File: src/rtl/aes_round_sched_if.sv
// rtl/aes_round_sched_if.sv - block in/out handshake bundle for the AES round scheduler
interface aes_round_sched_if;
    logic in_valid_i;
    logic in_ready_o;
    logic out_valid_o;
    logic out_ready_i;

    modport slave (
        input  in_valid_i,
        input  out_ready_i,
        output in_ready_o,
        output out_valid_o
    );

    modport master (
        output in_valid_i,
        output out_ready_i,
        input  in_ready_o,
        input  out_valid_o
    );
endinterface

File: src/rtl/aes_round_sched.sv
// rtl/aes_round_sched.sv - AES-128 round/key-schedule sequencer for the iterative cipher core
module aes_round_sched #(
    parameter int NB_W = 16
) (
    input  logic              clk,
    input  logic              reset_n,
    input  logic              clear,
    input  logic              start_i,
    input  logic              mode_i,
    input  logic [NB_W-1:0]   num_blocks_i,
    aes_round_sched_if.slave  hs,
    output logic              dp_load_o,
    output logic              dp_round_en_o,
    output logic              dp_final_o,
    output logic              dp_inv_o,
    output logic              key_load_o,
    output logic              key_src_o,
    output logic              key_step_o,
    output logic              key_dir_o,
    output logic              key_save_o,
    output logic [7:0]        rcon_o,
    output logic [3:0]        round_o,
    output logic              busy_o,
    output logic              done_o,
    output logic [NB_W-1:0]   blocks_done_o
);

    typedef enum logic [2:0] {
        S_IDLE, S_KEYEXP, S_KSAVE, S_WAIT_IN, S_ROUND, S_OUT, S_FINISH
    } state_t;

    state_t            state_q, state_d;
    logic              mode_q, mode_d;
    logic [NB_W-1:0]   num_q, num_d;
    logic [NB_W-1:0]   bdone_q, bdone_d;
    logic [NB_W-1:0]   bdone_inc;
    logic [3:0]        round_q, round_d;
    logic [3:0]        kcnt_q, kcnt_d;
    logic [3:0]        rcon_idx;

    // Index 0 means "no key step" and yields a zero Rcon byte.
    function automatic logic [7:0] rcon_f(input logic [3:0] k);
        case (k)
            4'd1:    rcon_f = 8'h01;
            4'd2:    rcon_f = 8'h02;
            4'd3:    rcon_f = 8'h04;
            4'd4:    rcon_f = 8'h08;
            4'd5:    rcon_f = 8'h10;
            4'd6:    rcon_f = 8'h20;
            4'd7:    rcon_f = 8'h40;
            4'd8:    rcon_f = 8'h80;
            4'd9:    rcon_f = 8'h1b;
            4'd10:   rcon_f = 8'h36;
            default: rcon_f = 8'h00;
        endcase
    endfunction

    assign bdone_inc     = bdone_q + {{(NB_W-1){1'b0}}, 1'b1};
    assign rcon_o        = rcon_f(rcon_idx);
    assign round_o       = round_q;
    assign busy_o        = (state_q != S_IDLE);
    assign dp_inv_o      = mode_q;
    assign blocks_done_o = bdone_q;

    // Next-state and per-cycle datapath/key-schedule controls.
    always_comb begin
        state_d       = state_q;
        mode_d        = mode_q;
        num_d         = num_q;
        bdone_d       = bdone_q;
        round_d       = round_q;
        kcnt_d        = kcnt_q;
        rcon_idx      = 4'd0;
        hs.in_ready_o  = 1'b0;
        hs.out_valid_o = 1'b0;
        dp_load_o     = 1'b0;
        dp_round_en_o = 1'b0;
        dp_final_o    = 1'b0;
        key_load_o    = 1'b0;
        key_src_o     = 1'b0;
        key_step_o    = 1'b0;
        key_dir_o     = 1'b0;
        key_save_o    = 1'b0;
        done_o        = 1'b0;

        case (state_q)
            S_IDLE: begin
                if (start_i) begin
                    mode_d     = mode_i;
                    num_d      = num_blocks_i;
                    bdone_d    = '0;
                    kcnt_d     = 4'd1;
                    key_load_o = 1'b1;
                    if (num_blocks_i == '0) state_d = S_FINISH;
                    else if (mode_i)        state_d = S_KEYEXP;
                    else                    state_d = S_WAIT_IN;
                end
            end
            S_KEYEXP: begin
                // Forward-expand to the last round key so decryption can walk backwards.
                key_step_o = 1'b1;
                rcon_idx   = kcnt_q;
                kcnt_d     = kcnt_q + 4'd1;
                if (kcnt_q == 4'd10) state_d = S_KSAVE;
            end
            S_KSAVE: begin
                key_save_o = 1'b1;
                state_d    = S_WAIT_IN;
            end
            S_WAIT_IN: begin
                hs.in_ready_o = 1'b1;
                if (hs.in_valid_i) begin
                    dp_load_o  = 1'b1;
                    key_step_o = 1'b1;
                    key_dir_o  = mode_q;
                    rcon_idx   = mode_q ? 4'd10 : 4'd1;
                    round_d    = 4'd1;
                    state_d    = S_ROUND;
                end
            end
            S_ROUND: begin
                dp_round_en_o = 1'b1;
                if (round_q == 4'd10) begin
                    dp_final_o = 1'b1;
                    round_d    = 4'd0;
                    state_d    = S_OUT;
                end else begin
                    key_step_o = 1'b1;
                    key_dir_o  = mode_q;
                    rcon_idx   = mode_q ? (4'd10 - round_q) : (round_q + 4'd1);
                    round_d    = round_q + 4'd1;
                end
            end
            S_OUT: begin
                hs.out_valid_o = 1'b1;
                if (hs.out_ready_i) begin
                    // Rewind the key register to the starting key of the next block.
                    key_load_o = 1'b1;
                    key_src_o  = mode_q;
                    bdone_d    = bdone_inc;
                    state_d    = (bdone_inc == num_q) ? S_FINISH : S_WAIT_IN;
                end
            end
            S_FINISH: begin
                done_o  = 1'b1;
                state_d = S_IDLE;
            end
            default: state_d = S_IDLE;
        endcase

        if (clear) begin
            state_d = S_IDLE;
            mode_d  = 1'b0;
            num_d   = '0;
            bdone_d = '0;
            round_d = 4'd0;
            kcnt_d  = 4'd0;
        end
    end

    // State and job-context registers.
    always_ff @(posedge clk or negedge reset_n) begin
        if (!reset_n) begin
            state_q <= S_IDLE;
            mode_q  <= 1'b0;
            num_q   <= '0;
            bdone_q <= '0;
            round_q <= 4'd0;
            kcnt_q  <= 4'd0;
        end else begin
            state_q <= state_d;
            mode_q  <= mode_d;
            num_q   <= num_d;
            bdone_q <= bdone_d;
            round_q <= round_d;
            kcnt_q  <= kcnt_d;
        end
    end

endmodule

File: src/flat_wrapper.sv
// flat-port wrapper written by rule: the top's interface ports become plain ports
module aes_round_sched_flat 
#(
    parameter int NB_W = 16
)
  (clk, reset_n, clear, start_i, mode_i, num_blocks_i, dp_load_o, dp_round_en_o, dp_final_o, dp_inv_o, key_load_o, key_src_o, key_step_o, key_dir_o, key_save_o, rcon_o, round_o, busy_o, done_o, blocks_done_o, hs_in_valid_i, hs_out_ready_i, hs_in_ready_o, hs_out_valid_o);
  aes_round_sched_if hs_i ();
  input  logic clk;
  input  logic reset_n;
  input  logic clear;
  input  logic start_i;
  input  logic mode_i;
  input  logic [NB_W-1:0] num_blocks_i;
  output logic dp_load_o;
  output logic dp_round_en_o;
  output logic dp_final_o;
  output logic dp_inv_o;
  output logic key_load_o;
  output logic key_src_o;
  output logic key_step_o;
  output logic key_dir_o;
  output logic key_save_o;
  output logic [7:0] rcon_o;
  output logic [3:0] round_o;
  output logic busy_o;
  output logic done_o;
  output logic [NB_W-1:0] blocks_done_o;
  input wire logic [$bits(hs_i.in_valid_i)-1:0] hs_in_valid_i;
  input wire logic [$bits(hs_i.out_ready_i)-1:0] hs_out_ready_i;
  output wire logic [$bits(hs_i.in_ready_o)-1:0] hs_in_ready_o;
  output wire logic [$bits(hs_i.out_valid_o)-1:0] hs_out_valid_o;
  assign hs_i.in_valid_i = hs_in_valid_i;
  assign hs_i.out_ready_i = hs_out_ready_i;
  assign hs_in_ready_o = hs_i.in_ready_o;
  assign hs_out_valid_o = hs_i.out_valid_o;
  aes_round_sched #(.NB_W(NB_W)) u_core (.clk(clk), .reset_n(reset_n), .clear(clear), .start_i(start_i), .mode_i(mode_i), .num_blocks_i(num_blocks_i), .hs(hs_i), .dp_load_o(dp_load_o), .dp_round_en_o(dp_round_en_o), .dp_final_o(dp_final_o), .dp_inv_o(dp_inv_o), .key_load_o(key_load_o), .key_src_o(key_src_o), .key_step_o(key_step_o), .key_dir_o(key_dir_o), .key_save_o(key_save_o), .rcon_o(rcon_o), .round_o(round_o), .busy_o(busy_o), .done_o(done_o), .blocks_done_o(blocks_done_o));
endmodule
File: config.mk
export PLATFORM = sky130hd
export DESIGN_NAME = aes_round_sched_flat
export DESIGN_NICKNAME = d
export VERILOG_FILES = /design/src/rtl/aes_round_sched_if.sv /design/src/rtl/aes_round_sched.sv /design/src/flat_wrapper.sv
export SDC_FILE = /design/constraint.sdc
export NUM_CORES = 1
export LEC_CHECK = 0
export BUFFER_PORTS_ARGS = -buffer_cell sky130_fd_sc_hd__buf_2
export CAP_MARGIN = 20
export CORE_MARGIN = 2
export CORE_UTILIZATION = 30
export DETAILED_ROUTE_END_ITERATION = 8
export GPL_TIMING_DRIVEN = 0
export SETUP_SLACK_MARGIN = 0.02
export SYNTH_ARGS = -nofsm -noshare
export SYNTH_HDL_FRONTEND = slang
export SYNTH_SLANG_ARGS = --single-unit
File: constraint.sdc
create_clock -name clk -period 3.6 [get_ports clk]
set_input_delay 0.18 -clock clk [delete_from_list [all_inputs] [get_ports clk]]
set_output_delay 0.18 -clock clk [all_outputs]
set_load 0.005 [all_outputs]
==> results.md, run 1 <==
- Share of layout cells above drive strength 1: 18.9%
- Hold Path Class: in2reg
- CTS clk-pin slew, worst paths: 80 ps
- Largest net degree at the start of global routing: 45
- Initial Utilization: 31.2%
- Cell at the slowest stage of the critical path: dfrtp_1
- TritonCTS clock tree: done
- Core area: 9860 um^2
- Wire per inst: 15.3 um
- Clock Skews: 4.17 ps
- Worst Setup Start Kind: flip-flop
- Fin crit share: 82.1%
- WL final: 8910 um
- Vias per cell: 5.25
- Clock Sinks: 44
- Nets@finish: 481
- Slew Limit Fails: 0
- R2r setup slk: 970 ps
- Final min period: 2960 ps
- Residual overflow from global routing: 0
- Vias: 3,062
- CTS max path bufs: 2
- Commonest non-fill, non-tap cell in the layout: buf_2
- Worst skew pair latency: 300 ps
- Most frequent CP cell: ha_1
- RePlAce Congestion: 0.839
- CP cell instances: inv_1 -> ha_1 -> nand3b_1 -> and2_1 -> clkbuf_1 -> a21oi_1 -> nand2b_1 -> o311a_1 -> ha_1 -> mux2i_1 -> nor2_1 -> buf_2
- DRT iter0 DRCs: 132
- DIE AREA: 11,100 um^2
- Fmax: 0.338 GHz
- Top cells by area, synth: dfrtp_1 36%, nand2_1 7.4%, a21oi_1 4.9%, o21ai_0 4.7%, ha_1 3.7%
- Syn_area_per_cell: 8.17 um^2
- Post-synth top area cell: dfrtp_1
- Crit path max fanout: 9
- Width of the die: 105 um
- Synth warnings: 0
- Register area share after synthesis: 35.7%
- Most frequent cells in the layout: 66 x buf_2, 61 x nand2_1, 44 x dfrtp_1, 30 x a21oi_1, 29 x o21ai_0
- Final HPWL DP: 6840 um
- Seq cells post-synth: 44
- WP data required: 3420 ps
- Post-CTS setup buffer count: 0
- DRT antenna net count: 0
- Setup crit end kind: output port
- Drt first pass iters: 4
- Post-synth ARST share: 100%
- Slew @ Worst Pin: 595 ps
- Post-Synthesis Cell Area: 3080 um^2
- IO Port Bufs: 63
- Syn nets: 409
- Number of global-route vias before repair: 3,025
- CTS buffer count: 5
- Core Rows: 36
- Worst path arrival time: 2780 ps
- Primary FF master, synth: dfrtp_1
- Die Ht: 105 um
- CP max stage delay: 530 ps
- Antenna diodes: 0
- RSZ-0062 raised after global routing: no
- Htree depth: 2
- LEAKAGE: 1.70 nW
- I/O Pins: 64
- Setup TNS: 0 ps
- Final Setup Violations: 0
- EDFF count, synth: 0
- Worst hold margin: 123 ps
- Global-route wire length before repair: 14,900 um
- Worst setup path class: reg2out
- Worst relative slew slack: 60.1%
- Total Routing Usage GR: 16.3%
- Max IR drop VDD: 0.146 mV
- Status: finished, final reports clean
- Post-synth top area share: 35.7%
- CTS Root Cell: clkbuf_8
- Area grow syn2layout: 19.6%
- Max-cap viol count: 0
- Hold Fails Final Rpt: 0
- Remaining DRCs: 0
- Yosys cell types: 55
- Synthesized netlist cell count: 377
- Initial antenna violation count: 0
- P per Cell Area: 403 nW/um^2
[critical path, delay by kind of cell, from the launching register on]
kind / cells / cell delay, ps
buffers and inverters: 3 / 560
DFF: 1 / 530
adders and majority gates: 2 / 510
and+or+nand+nor: 4 / 470
AOI/OAI and AO/OA: 2 / 260
muxes: 1 / 150
[registers in the layout, indices dropped and copies added (netlist names)]
| signal | flops |
|---|---|
| u_core.blocks_done_o | 16 |
| u_core.dp_inv_o | 1 |
| u_core.kcnt_q | 4 |
| u_core.state_q | 3 |
| u_core.num_q | 16 |
| u_core.round_o | 4 |
[logic make-up after synthesis]
kind of cell | share of synthesized area, %
flip-flops | 35.7
AND/OR/NAND/NOR | 26.8
multiplexers | 1.62
XOR/XNOR | 5.97
adder cells (fa/ha/maj) | 3.65
AO/OA/AOI/OAI | 21.6
buffers and inverters | 4.63
[synth_stat cells, drive strengths merged, types with 2 or more instances]
library cell   n
a211oi         2
a21oi         30
a22o           3
a22oi          3
a31oi          7
and2           8
and3           7
and3b          2
and4           2
buf            4
clkbuf        22
dfrtp         44
ha             9
inv           10
mux2i          5
nand2         61
nand2b         2
nand3          9
nand3b         6
nand4          4
nor2          24
nor2b          5
nor3          14
nor3b          2
nor4           7
o2111ai        2
o21a           3
o21ai         29
o31ai          3
o41ai          7
or3            5
xnor2         11
xor2          10
[power by group]
| part | total (mW) | switching (mW) | internal (mW) |
|---|---|---|---|
| clock network | 0.331 | 0.177 | 0.154 |
| logic | 0.560 | 0.343 | 0.217 |
| registers | 0.592 | 0.0453 | 0.547 |
[final cells by class]
class	count	area [um^2]
plain buffers	26	105
clock buffers	6	82.6
clock inverters	2	10.0
fillers	1035	6180
inverters	10	37.5
multi-input cells	297	1840
flip-flops and latches	44	1100
well taps	133	166
repair buffers	65	345
[metrics by stage]
| stage | setup slack (ps) | instance area, um^2 | cells | power [mW] | util, % |
|---|---|---|---|---|---|
| 2_1_floorplan | 1380 | 3080 | 377 | 0.981 | - |
| 3_3_place_gp | 1030 | 3560 | 573 | 1.14 | 36.1 |
| 3_5_place_dp | 985 | 3560 | 573 | 1.16 | 36.1 |
| 4_1_cts | 635 | 3660 | 581 | 1.49 | 37.1 |
| 5_1_grt | 353 | 3690 | 583 | 1.59 | 37.4 |
| 6_report | 645 | 3690 | 583 | 1.48 | 37.4 |
[routing by layer]
metal,GRT usage [%],part of all wire [%]
met1,21.2,45
met3,2.60,5.2
met2,28.3,49
met5,0,0
met4,4.00,1.1
[final timing paths]
path,from,endpoint,depth (start not counted)
max,u_core.round_o[0],rcon_o[1],12
min,num_blocks_i[14],u_core.num_q[14],3
max reg2reg,u_core.blocks_done_o[0],u_core.state_q[2],7
min reg2reg,u_core.num_q[8],u_core.num_q[8],2
max in group asynchronous,reset_n,u_core.num_q[8],3
min in group asynchronous,reset_n,u_core.blocks_done_o[6],2
[repair_timing]
item | in CTS | in global routing
hold buffers | 0 | 1
resized for setup | 0 | 0
endpoints found under the hold margin | 0 | 17
endpoints found under the setup margin | 0 | 0
No activity file was read; power rests on OpenSTA's default activity.
==> run 2, diff against run 1 <==
==> constraint.sdc (replaced) <==
create_clock -name clk -period 2.4 [get_ports clk]
set_input_delay 0.12 -clock clk [delete_from_list [all_inputs] [get_ports clk]]
set_output_delay 0.12 -clock clk [all_outputs]
set_load 0.005 [all_outputs]
==> run 2 against run 1 <==
The run now ends with setup timing left. Setup slack worse by 650 ps. Hold slack got worse by 68 ps. Utilization grew 3.3 points. Sequential share of layout area fell by 2.2 points. Non-clock buffer count rose by 23. Design area rose by 8.9%. Critical path depth fell by 1. Global-route usage grew 0.52 points. Largest power group is now combinational cells. Combinational power grew 71%. Power rose by 59%.
==> results.md, run 2 (synthesis results as in run 1) <==
- Slew @ Worst Pin: 545 ps (was 595 ps)
- Register area: 1110 um^2 (was 1100 um^2)
- Worst skew pair latency: 300 ps (about the same)
- Core Rows: 36 (unchanged)
- RePlAce Congestion: 0.839 (unchanged)
- P_int: 1.46 mW (was 0.918 mW)
- Worst path arrival time: 2280 ps (was 2780 ps)
- Nets@finish: 504 (was 481)
- Final min period: 2400 ps
- Share of layout cells above drive strength 1: 31.9% (was 18.9%)
- DRT antenna net count: 0 (unchanged)
- DP Worst Slack: -161 ps (was 985 ps)
- Remaining DRCs: 0 (unchanged)
- IO Port Bufs: 63 (unchanged)
- Clock Skews: 4.13 ps (was 4.17 ps)
- Delay-heaviest family, CP: simple AND/OR/NAND/NOR gates (was buffers and inverters)
- Net Sw Power: 0.896 mW (was 0.566 mW)
- Setup TNS: -4.51 ps (was 0 ps)
- Most frequent cells in the layout: 64 x buf_2, 58 x nand2_1, 37 x dfrtp_1, 29 x a21oi_1, 28 x buf_4 (was 66 x buf_2, 61 x nand2_1, 44 x dfrtp_1, 30 x a21oi_1, 29 x o21ai_0)
- Final Setup Violations: 1 (was 0)
- LEAKAGE: 1.88 nW (was 1.70 nW)
- Worst setup path class: reg2out (unchanged)
- Vias per cell: 5.25 (about the same)
- Htree depth: 2 (unchanged)
- Setup crit end kind: output port (unchanged)
- Crit path max fanout: 5 (was 9)
- Status: complete, but fails checks (was finished, final reports clean)
- RSZ-0062 raised after global routing: yes (was no)
- Vias: 3,180 (was 3,062)
- Fin area: 4010 um^2 (was 3690 um^2)
- DRT iter0 DRCs: 133 (was 132)
- CTS buffer count: 5 (unchanged)
- Cell at the slowest stage of the critical path: dfrtp_2 (was dfrtp_1)
- Final HPWL DP: 6840 um (unchanged)
- Core area: 9860 um^2 (unchanged)
- Slew Limit Fails: 0 (unchanged)
- Crit path buffers/inverters: 2 (was 3)
- Width of the die: 105 um (unchanged)
- Switching share of power: 38.0% (was 38.1%)
- CP max stage delay: 430 ps (was 530 ps)
- Area grow syn2layout: 30.2% (was 19.6%)
- Commonest non-fill, non-tap cell in the layout: buf_2 (unchanged)
- Die Ht: 105 um (unchanged)
- Fin crit share: 100%
- Fin worst setup slack: -4.51 ps (was 645 ps)
- Drt first pass iters: 6 (was 4)
- Fmax: 0.416 GHz
- Gate power share: 40.7% (was 37.8%)
- Worst relative slew slack: 63.3% (was 60.1%)
- Worst hold margin: 55.0 ps (was 123 ps)
- Multi-input gate area: 1950 um^2 (was 1840 um^2)
- Hold Fails Final Rpt: 0 (unchanged)
- DIE AREA: 11,100 um^2 (unchanged)
- Global-route wire length before repair: 15,400 um (was 14,900 um)
- CTS max path bufs: 2 (unchanged)
- Failing checks: setup timing
- Sequential share of power: 38.0% (was 39.9%)
- Clock Power Share: 21.3% (was 22.3%)
- Total Routing Usage GR: 16.8% (was 16.3%)
- Placed Area: 3560 um^2 (unchanged)
- TritonCTS clock tree: done (unchanged)
- Initial antenna violation count: 0 (unchanged)
- CP cell instances: inv_2 -> ha_1 -> nand3b_1 -> and2_4 -> a21oi_2 -> nand2b_4 -> o311a_1 -> ha_1 -> mux2i_1 -> nor2_1 -> buf_2 (was inv_1 -> ha_1 -> nand3b_1 -> and2_1 -> clkbuf_1 -> a21oi_1 -> nand2b_1 -> o311a_1 -> ha_1 -> mux2i_1 -> nor2_1 -> buf_2)
- Initial Utilization: 31.2% (unchanged)
- Worst Setup Start Kind: flip-flop (unchanged)
- CTS Root Cell: clkbuf_8 (unchanged)
- Clock Sinks: 44 (unchanged)
- Residual overflow from global routing: 0 (unchanged)
- P per Cell Area: 587 nW/um^2 (was 403 nW/um^2)
- I/O Pins: 64 (unchanged)
- WP data required: 2280 ps (was 3420 ps)
- Max IR drop VDD: 0.236 mV (was 0.146 mV)
- Largest net degree at the start of global routing: 45 (unchanged)
- Final Util: 40.7% (was 37.4%)
- WL final: 9380 um (was 8910 um)
- Filler Cell Count: 1,008 (was 1,035)
- Antenna diodes: 0 (unchanged)
- Number of global-route vias before repair: 3,123 (was 3,025)
- Wire per inst: 15.5 um (was 15.3 um)
- Max-cap viol count: 0 (unchanged)
- Most frequent CP cell: ha_1 (unchanged)
- Hold Path Class: in2reg (unchanged)
- CTS clk-pin slew, worst paths: 90 ps (was 80 ps)
[run 2: stage by stage]
stage / power, mW / instances
after CTS: 2.32 / 590
after global routing: 2.52 / 606
after global placement: 1.72 / 573
after detailed placement: 1.74 / 573
final: 2.36 / 606
after floorplan: 1.47 / 377
[run 2: cell type report]
type | count | share of cell area [%]
Multi-Input combinational cell | 297 | 48.6
Sequential cell | 44 | 27.7
Buffer | 22 | 2.65
Timing Repair Buffer | 92 | 13.7
Clock inverter | 2 | 0.249
Clock buffer | 6 | 2.06
Tap cell | 133 | 4.15
Inverter | 10 | 0.998
[run 2: path summary, 6_finish.rpt]
| check | start | endpoint | slack [ps] | cells past startpoint |
|---|---|---|---|---|
| min | num_blocks_i[14] | u_core.num_q[14] | 50 | 3 |
| min in group asynchronous | reset_n | u_core.blocks_done_o[6] | 300 | 2 |
| min reg2reg | u_core.num_q[9] | u_core.num_q[9] | 550 | 2 |
| max reg2reg | u_core.blocks_done_o[1] | u_core.state_q[2] | 140 | 7 |
| max | u_core.round_o[0] | rcon_o[1] | -5 | 11 |
| max in group asynchronous | reset_n | u_core.round_o[0] | 1590 | 3 |
[run 2: repair_timing]
item,in CTS,in global routing
setup buffers,13,14
gates resized for setup,27,25
endpoints found under the hold margin,0,17
endpoints found under the setup margin,11,20
hold buffers,0,1
pin swaps,6,9
[run 2: power by group through the flow]
stage	combinational [mW]	sequential [mW]	clock (mW)
after floorplan	0.587	0.884	0
after global placement	0.816	0.901	0
after detailed placement	0.837	0.903	0
after CTS	0.912	0.896	0.508
after global routing	1.06	0.910	0.552
final	0.959	0.895	0.503
[run 2: worst min-delay path, stage by stage]
cell     delay (ps)
buf_2           100
nand2_1          50
a21oi_1          50
[run 2: routing by layer]
layer	GRT usage (%)	vias to the layer above	part of all wire (%)
met5	0	-	0
met4	4.38	0	1.4
met3	2.60	11	5.4
met2	29.6	94	50
met1	21.5	1531	44
li1	-	1544	-
==> run 3, diff against run 2 <==
--- a/config.mk
+++ b/config.mk
@@ -7,7 +7,8 @@
 export LEC_CHECK = 0
 export BUFFER_PORTS_ARGS = -buffer_cell sky130_fd_sc_hd__buf_2
 export CAP_MARGIN = 20
-export CORE_MARGIN = 2
+export CORE_ASPECT_RATIO = 1.25
+export CORE_MARGIN = 5
 export CORE_UTILIZATION = 30
 export DETAILED_ROUTE_END_ITERATION = 8
 export GPL_TIMING_DRIVEN = 0
==> run 3 against run 2 <==
The run now ends clean. Utilization decreased by 0.37 points. Die area increased by 12%. Critical path depth unchanged. Final cell count decreased by 1.8%. First-iteration DRC count increased by 11%. Combinational power decreased by 4.7%. Sequential share of layout area decreased by 0.27 points. Sequential cell count unchanged. Hold slack improved by 23 ps. Power increased by 7.1%. Largest cell class unchanged.
==> results.md, run 3 (synthesis results as in run 1) <==
- Worst skew pair latency: 280 ps (was 300 ps)
- Die Ht: 123 um (was 105 um)
- Setup crit end kind: output port (unchanged)
- Slew Limit Fails: 0 (unchanged)
- Vias: 3,147 (was 3,180)
- Largest net degree at the start of global routing: 45 (unchanged)
- Max IR drop VDD: 0.316 mV (was 0.236 mV)
- Initial antenna violation count: 1 (was 0)
- Share of layout cells above drive strength 1: 30.9% (was 31.9%)
- Number of global-route vias before repair: 3,089 (was 3,123)
- Remaining DRCs: 0 (unchanged)
- CP max stage delay: 430 ps (about the same)
- Core Rows: 41 (was 36)
- DP Worst Slack: -206 ps (was -161 ps)
- P per Cell Area: 623 nW/um^2 (was 587 nW/um^2)
- Crit path max fanout: 5 (unchanged)
- Worst Setup Start Kind: flip-flop (unchanged)
- CTS buffer count: 5 (unchanged)
- Status: finished, final reports clean (was complete, but fails checks)
- Delay-heaviest family, CP: simple AND/OR/NAND/NOR gates (unchanged)
- I/O Pins: 64 (unchanged)
- DIE AREA: 12,400 um^2 (was 11,100 um^2)
- Cell at the slowest stage of the critical path: dfrtp_2 (unchanged)
- Final Setup Violations: 0 (was 1)
- Hold Path Class: in2reg (unchanged)
- IO Port Bufs: 63 (unchanged)
- Final HPWL DP: 6910 um (was 6840 um)
- RePlAce Congestion: 0.853 (was 0.839)
- Slew @ Worst Pin: 584 ps (was 545 ps)
- Area grow syn2layout: 31.5% (was 30.2%)
- Most frequent cells in the layout: 64 x buf_2, 59 x nand2_1, 37 x dfrtp_1, 29 x a21oi_1, 27 x o21ai_0 (was 64 x buf_2, 58 x nand2_1, 37 x dfrtp_1, 29 x a21oi_1, 28 x buf_4)
- LEAKAGE: 1.86 nW (was 1.88 nW)
- Vias per cell: 5.29 (was 5.25)
- Placed cells: 569 (was 573)
- Total Routing Usage GR: 14.8% (was 16.8%)
- DRT iter0 DRCs: 148 (was 133)
- Crit path buffers/inverters: 2 (unchanged)
- Residual overflow from global routing: 0 (unchanged)
- Filler Cell Count: 1,048 (was 1,008)
- Fin area: 4050 um^2 (was 4010 um^2)
- Nets@finish: 497 (was 504)
- CP cell instances: inv_2 -> ha_1 -> nand3b_1 -> and2_4 -> a21oi_2 -> nand2b_4 -> o311a_4 -> ha_4 -> mux2i_1 -> nor2_1 -> buf_2 (was inv_2 -> ha_1 -> nand3b_1 -> and2_4 -> a21oi_2 -> nand2b_4 -> o311a_1 -> ha_1 -> mux2i_1 -> nor2_1 -> buf_2)
- Fmax: 0.419 GHz (was 0.416 GHz)
- Final Power: 2.53 mW (was 2.36 mW)
- CTS clk-pin slew, worst paths: 70 ps (was 90 ps)
- Initial Utilization: 30.6% (was 31.2%)
- Hold Fails Final Rpt: 0 (unchanged)
- Antenna diodes: 0 (unchanged)
- Worst relative slew slack: 60.7% (was 63.3%)
- WL final: 9330 um (was 9380 um)
- Final Util: 40.3% (was 40.7%)
- WP data required: 2280 ps (about the same)
- Clock Sinks: 44 (unchanged)
- Placed Area: 3560 um^2 (about the same)
- CTS Root Cell: clkbuf_16 (was clkbuf_8)
- Width of the die: 101 um (was 105 um)
- Multi-input gate area: 1980 um^2 (was 1950 um^2)
- Global-route wire length before repair: 14,800 um (was 15,400 um)
- TritonCTS clock tree: done (unchanged)
- Register area: 1110 um^2 (unchanged)
- Htree depth: 2 (unchanged)
- Drt first pass iters: 4 (was 6)
- Worst setup path class: reg2out (unchanged)
- Fin worst setup slack: 11.3 ps (was -4.51 ps)
- Max-cap viol count: 0 (unchanged)
- Fin crit share: 99.5% (was 100%)
- Worst path arrival time: 2270 ps (was 2280 ps)
- RSZ-0062 raised after global routing: yes (unchanged)
- CTS max path bufs: 2 (unchanged)
- Commonest non-fill, non-tap cell in the layout: buf_2 (unchanged)
- Fin cells: 595 (was 606)
- DRT antenna net count: 0 (unchanged)
- Final min period: 2390 ps (was 2400 ps)
- Core area: 10,100 um^2 (was 9860 um^2)
- Wire per inst: 15.7 um (was 15.5 um)
- Clock Skews: 5.28 ps (was 4.13 ps)
==> run 3: worst reg2reg max path, stage by stage, from the launching register on <==
cell and delay [ps]:
dfrtp_2 420, ha_4 190, nand3_1 150, or3_1 370, a2111o_1 420, nor4_4 150
nand4_1 220, o2bb2ai_1 200
==> run 3: worst paths after layout <==
kind                                          from                  endpoint  slack [ps]  depth (start not counted)
max                              u_core.round_o[0]                 rcon_o[1]          10                         11
min                               num_blocks_i[12]          u_core.num_q[12]          80                          3
max reg2reg                u_core.blocks_done_o[1]         u_core.state_q[0]         150                          7
min reg2reg                        u_core.num_q[4]           u_core.num_q[4]         540                          2
max in group asynchronous                  reset_n         u_core.state_q[0]        1670                          3
min in group asynchronous                  reset_n  u_core.blocks_done_o[12]         250                          2
==> run 3: report_power, final <==
part	internal (mW)	switching [mW]
sequential	0.824	0.0794
clock	0.414	0.294
combinational	0.378	0.536
total	1.62	0.909
==> run 3: timing repair <==
action,4_1_cts,5_1_grt
setup endpoints to repair,11,22
hold buffers,0,1
pin swaps,2,10
buffers inserted,13,7
endpoints found under the hold margin,0,11
resized for setup,26,32
==> run 3: per-layer routing <==
layer / up-vias / wire length, um / GRT usage (%)
met2: 101 / 4750 / 26.8
met1: 1489 / 3780 / 16.7
li1: 1533 / - / -
met5: - / 7 / 0
met4: 2 / 257 / 6.23
met3: 22 / 532 / 3.27
==> run 3: final cells by class <==
| cell class | instances | area share [%] |
|---|---|---|
| sequential | 44 | 27.4 |
| clock inverter | 2 | 0.370 |
| buffer | 22 | 2.66 |
| clock buffer | 6 | 3.43 |
| tap | 129 | 3.98 |
| multi-input combinational | 297 | 49.0 |
| timing repair buffer | 85 | 12.2 |
| inverter | 10 | 0.988 |
==> run 3: through the flow <==
stage	TNS, ps	hold WS, ps
after floorplan	0	-176
after global placement	-683	347
after detailed placement	-1070	347
after CTS	0	43.6
after global routing	-225	74.9
final	0	78.2
